===== config.mk =====
export PLATFORM = sky130hd
export DESIGN_NAME = prog_loader
export DESIGN_NICKNAME = d
export VERILOG_FILES = /design/src/rtl/prog_loader.sv
export SDC_FILE = /design/constraint.sdc
export NUM_CORES = 1
export LEC_CHECK = 0
export CORE_UTILIZATION = 40
export DETAILED_ROUTE_END_ITERATION = 10
export PLACE_DENSITY_LB_ADDON = 0.1
export SETUP_SLACK_MARGIN = 0.15
export SYNTH_ARGS = -nofsm -noshare
export SYNTH_HDL_FRONTEND = slang
export SYNTH_SLANG_ARGS = --single-unit

===== constraint.sdc =====
create_clock -name clk -period 6.3 [get_ports clk]
set_input_delay 1.26 -clock clk [delete_from_list [all_inputs] [get_ports clk]]
set_output_delay 1.26 -clock clk [all_outputs]
set_load 0.05 [all_outputs]

===== src/rtl/prog_loader.sv =====
// Boot-time program loader: assembles a framed, checksummed byte stream into
// little-endian 32-bit words, writes them to instruction memory, and holds the core until done.
module prog_loader #(
   parameter int ADDR_W    = 8,
   parameter int MAX_WORDS = 64
) (
   input  logic              clk,
   input  logic              reset,
   input  logic              in_valid,
   input  logic [7:0]        in_data,
   output logic              in_ready,
   output logic              mem_we,
   output logic [ADDR_W-1:0] mem_addr,
   output logic [31:0]       mem_wdata,
   output logic              core_hold,
   output logic              done,
   output logic              error
);
   typedef enum logic [2:0] {IDLE, LEN, DATA, WRITE, CHK, DONE, ERR} state_t;

   localparam logic [7:0] SYNC  = 8'hA5;
   localparam logic [8:0] MAX_N = 9'(MAX_WORDS);

   state_t      state;
   logic [7:0]  n_words;
   logic [7:0]  word_idx;
   logic [7:0]  sum;
   logic [1:0]  byte_cnt;
   logic [23:0] low_bytes;
   logic        accept;
   logic [7:0]  sum_next;

   assign accept   = in_valid && in_ready;
   assign sum_next = sum + in_data;

   always_ff @(posedge clk or posedge reset) begin
      if (reset) begin
         state     <= IDLE;
         in_ready  <= 1'b0;
         mem_we    <= 1'b0;
         mem_addr  <= '0;
         mem_wdata <= '0;
         core_hold <= 1'b1;
         done      <= 1'b0;
         error     <= 1'b0;
         n_words   <= '0;
         word_idx  <= '0;
         sum       <= '0;
         byte_cnt  <= '0;
         low_bytes <= '0;
      end else begin
         mem_we <= 1'b0;
         case (state)
            IDLE: begin
               in_ready <= 1'b1;
               if (accept && in_data == SYNC)
                  state <= LEN;
            end
            LEN: begin
               if (accept) begin
                  if (in_data == 8'h00 || {1'b0, in_data} > MAX_N) begin
                     error <= 1'b1;
                     state <= ERR;
                  end else begin
                     n_words  <= in_data;
                     word_idx <= '0;
                     byte_cnt <= '0;
                     sum      <= '0;
                     state    <= DATA;
                  end
               end
            end
            DATA: begin
               if (accept) begin
                  sum      <= sum_next;
                  byte_cnt <= byte_cnt + 2'd1;
                  // Bytes enter from the top so the first byte ends up in [7:0] after three shifts.
                  if (byte_cnt == 2'd3) begin
                     mem_we    <= 1'b1;
                     mem_addr  <= ADDR_W'({word_idx, 2'b00});
                     mem_wdata <= {in_data, low_bytes};
                     in_ready  <= 1'b0;
                     state     <= WRITE;
                  end else begin
                     low_bytes <= {in_data, low_bytes[23:8]};
                  end
               end
            end
            WRITE: begin
               word_idx <= word_idx + 8'd1;
               in_ready <= 1'b1;
               if ((word_idx + 8'd1) == n_words)
                  state <= CHK;
               else
                  state <= DATA;
            end
            CHK: begin
               if (accept) begin
                  if (sum_next == 8'h00) begin
                     done      <= 1'b1;
                     core_hold <= 1'b0;
                     in_ready  <= 1'b0;
                     state     <= DONE;
                  end else begin
                     error <= 1'b1;
                     state <= ERR;
                  end
               end
            end
            DONE: begin
               in_ready <= 1'b0;
            end
            ERR: begin
               if (accept && in_data == SYNC) begin
                  error <= 1'b0;
                  state <= LEN;
               end
            end
            default: begin
               state <= IDLE;
            end
         endcase
      end
   end
endmodule


==> impl_metrics.env <==
export IMPL_worst_pin_slew_ps=1120
export IMPL_grt_pass1_vias=2919
export IMPL_h_tree_depth=3
export IMPL_synthToLayoutAreaGrowth_pct=18.1
export IMPL_drv_cap=0
export IMPL_postSynth_asyncResetShare=1.00
export IMPL_status="completed"
export IMPL_period_minus_slack_ps=3730
export IMPL_synth_edf_count=0
export IMPL_yosysSeqAreaShare=0.542
export IMPL_clk_latency_ps=370
export IMPL_num_vias=2889
export IMPL_clock_fmax_ghz=0.268
export IMPL_r2r_slack_ps=3460
export IMPL_drive_above_1_share=0.229
export IMPL_finalHoldViolCount=0
export IMPL_path_cells="clkdlybuf4s50_1, nand2_2, or3_1, nor2_4, mux2_2"
export IMPL_start_kind="input port"
export IMPL_syn_area_per_cell_um2=12.3
export IMPL_diodes=0
export IMPL_io_pins=56
export IMPL_final_max_slew_viol_count=0
export IMPL_start_util=0.409
export IMPL_gp_congestion=0.787
export IMPL_critPathKind="in2reg"
export IMPL_cts_reportedPaths_clkPinSlew_ps=90
export IMPL_seq_power_share=0.388
export IMPL_die_w_um=107
export IMPL_die_height_um=107
export IMPL_synth_most_common_cell="dfrtp_1"
export IMPL_critPathMaxStageDelay_ps=940
export IMPL_p_per_area_nw_per_um2=539
export IMPL_tns_ps=0
export IMPL_min_period_over_period=0.592
export IMPL_drt_initial_drc_count=124
export IMPL_ys_types=57
export IMPL_cts_sinks=96
export IMPL_grt_util_all_layers=0.171
export IMPL_cp_arrival_ps=3980
export IMPL_slew_headroom=0.252
export IMPL_synth_top_area_frac=0.536
export IMPL_power_switching_mw=1.21
export IMPL_root_buffer="clkbuf_8"
export IMPL_holdCritPathClass="reg2reg"
export IMPL_drtAntennaViolNets=0
export IMPL_hpwl_um=5960
export IMPL_setup_ws_ps=2570
export IMPL_pwr_share_comb=0.479
export IMPL_finalSetupViolCount=0
export IMPL_multi_input_area_um2=1920
export IMPL_syn_area_um2=4440
export IMPL_p_clk_frac=0.132
export IMPL_drc_errors=0
export IMPL_critical_path_slowest_cell="nor2_4"
export IMPL_cts_made_buffers=9
export IMPL_rsz0062_at_grt="false"
export IMPL_cts_resized=0
export IMPL_critPathBufInv=1
export IMPL_yosysWarningCount=0
export IMPL_netlist_instances=360
export IMPL_layout_cells_non_filler=554
export IMPL_synth_ff_type="dfrtp_1"
export IMPL_fin_skew_ps=16.8
export IMPL_rows=38
export IMPL_cts_setup_buffers=0
export IMPL_seq_area_um2=2400
export IMPL_cts_buffer_depth=2
export IMPL_max_vdd_ir_drop_uv=258
export IMPL_dieArea_um2=11500
export IMPL_cp_max_fo=39
export IMPL_dp_cells=538
export IMPL_p_int_mw=1.61
export IMPL_via_per_inst=5.21
export IMPL_ys_ff_latch=96
export IMPL_wl_um=8810
export IMPL_sw_frac_of_total=0.428
export IMPL_core_area_um2=10800
export IMPL_antenna_found_initial=0
export IMPL_tritoncts="built"
export IMPL_ctsHoldBuffers=0
export IMPL_routedWlPerCell_um=15.9
export IMPL_crit_family="simple AND/OR/NAND/NOR gates"
export IMPL_n_fill_cell=995
export IMPL_grt_pass1_wl_um=15000
export IMPL_required_ps=6560
export IMPL_ys_top_cells_by_area="dfrtp_1 (54%), mux2_2 (16%), ha_1 (2.5%)"
export IMPL_cp_end_kind="flop"
export IMPL_grt_max_degree=58
export IMPL_place_ws_ps=2130
export IMPL_synth_top_cell_by_area="dfrtp_1"
export IMPL_dr_pass1_iters=4
export IMPL_port_buffer_count=53
export IMPL_fin_nets=430
export IMPL_synth_common_cells="dfrtp_1 (95), mux2_2 (62), nand2_1 (29)"
export IMPL_p_leak_nw=2.26
export IMPL_grt_ovfl_total=0
## per-stage QoR
step / total power [mW] / util / cell area [µm²] / hold slack [ps]
final: 2.82 / 0.483 / 5240 / 461
after global routing: 3.02 / 0.483 / 5240 / 472
after CTS: 2.86 / 0.483 / 5240 / 464
after detailed placement: 2.47 / 0.467 / 5060 / 452
after global placement: 2.45 / 0.467 / 5060 / 447
after floorplan: 2.09 / - / 4440 / 469
## worst reg2reg max path: stages (launching register included)
cell and delay (ps):
dfrtp_1 600, nand2_1 170, or3_1 600, nor2_4 940, mux2_2 440
## layout make-up
type / instances / area share
Clock buffer: 9 / 0.0236
Sequential cell: 96 / 0.459
Tap cell: 140 / 0.0334
Timing Repair Buffer: 54 / 0.103
Clock inverter: 7 / 0.0103
Inverter: 7 / 0.00549
Multi-Input combinational cell: 241 / 0.366
## final timing paths
path,depth (start not counted),end,from
max in group asynchronous,3,byte_cnt[0]$_DFFE_PP0P_,reset
max,5,mem_wdata[5]$_DFFE_PP0P_,in_valid
min in group asynchronous,2,mem_addr[7]$_DFFE_PP0P_,reset
min,1,core_hold$_DFFE_PP1P_,core_hold$_DFFE_PP1P_
max reg2reg,4,mem_wdata[5]$_DFFE_PP0P_,state[1]$_DFFE_PP0P_
min reg2reg,1,core_hold$_DFFE_PP1P_,core_hold$_DFFE_PP1P_
## power groups by stage
stage          clock [mW]  sequential [mW]  combinational [mW]
2_1_floorplan           0             1.40               0.690
3_3_place_gp            0             1.11                1.34
3_5_place_dp            0             1.12                1.36
4_1_cts             0.390             1.10                1.36
5_1_grt             0.419             1.14                1.46
6_report            0.374             1.10                1.35
## per-layer routing
layer  track usage  wire (µm)  vias up
met5             0          0        -
met3        0.0278        290       10
li1              -          -     1392
met4        0.0793        131        0
met2         0.262       4130       60
met1         0.237       4250     1427
## state kept, by name, indices dropped and copies added (netlist names)
| signal | count |
|---|---|
| mem_wdata | 32 |
| low_bytes | 24 |
| n_words | 8 |
| sum | 8 |
| word_idx | 8 |
| mem_addr | 6 |
| state | 3 |
| byte_cnt | 2 |
| core_hold | 1 |
| done | 1 |
| error | 1 |
| in_ready | 1 |
| mem_we | 1 |
## cell usage in the layout, fill, tap and decap left out, types with 4 or more instances in the layout
master           count
dfrtp_1             95
mux2_2              62
clkdlybuf4s50_1     53
nand2_1             29
nor2_1              18
o21ai_0             11
xnor2_1             10
a21oi_1             10
ha_1                 9
clkbuf_8             9
xor2_1               8
mux2_4               7
o22ai_1              6
inv_1                5
or3_1                5
o21ai_1              5
a31oi_1              5
o31ai_1              4
nand3_1              4
## cells by family (layout without fill, tap and decap cells)
family,after synthesis,after routing,share of synthesized area
flip-flops,96,96,0.542
AND/OR/NAND/NOR,80,80,0.0919
multiplexers,70,70,0.183
AO/OA/AOI/OAI,61,61,0.0885
buffers and inverters,24,77,0.0285
XOR/XNOR,18,18,0.0355
adder cells (fa/ha/maj),10,10,0.0299
other,1,2,0.000845
(Power assumes the default switching activity.)
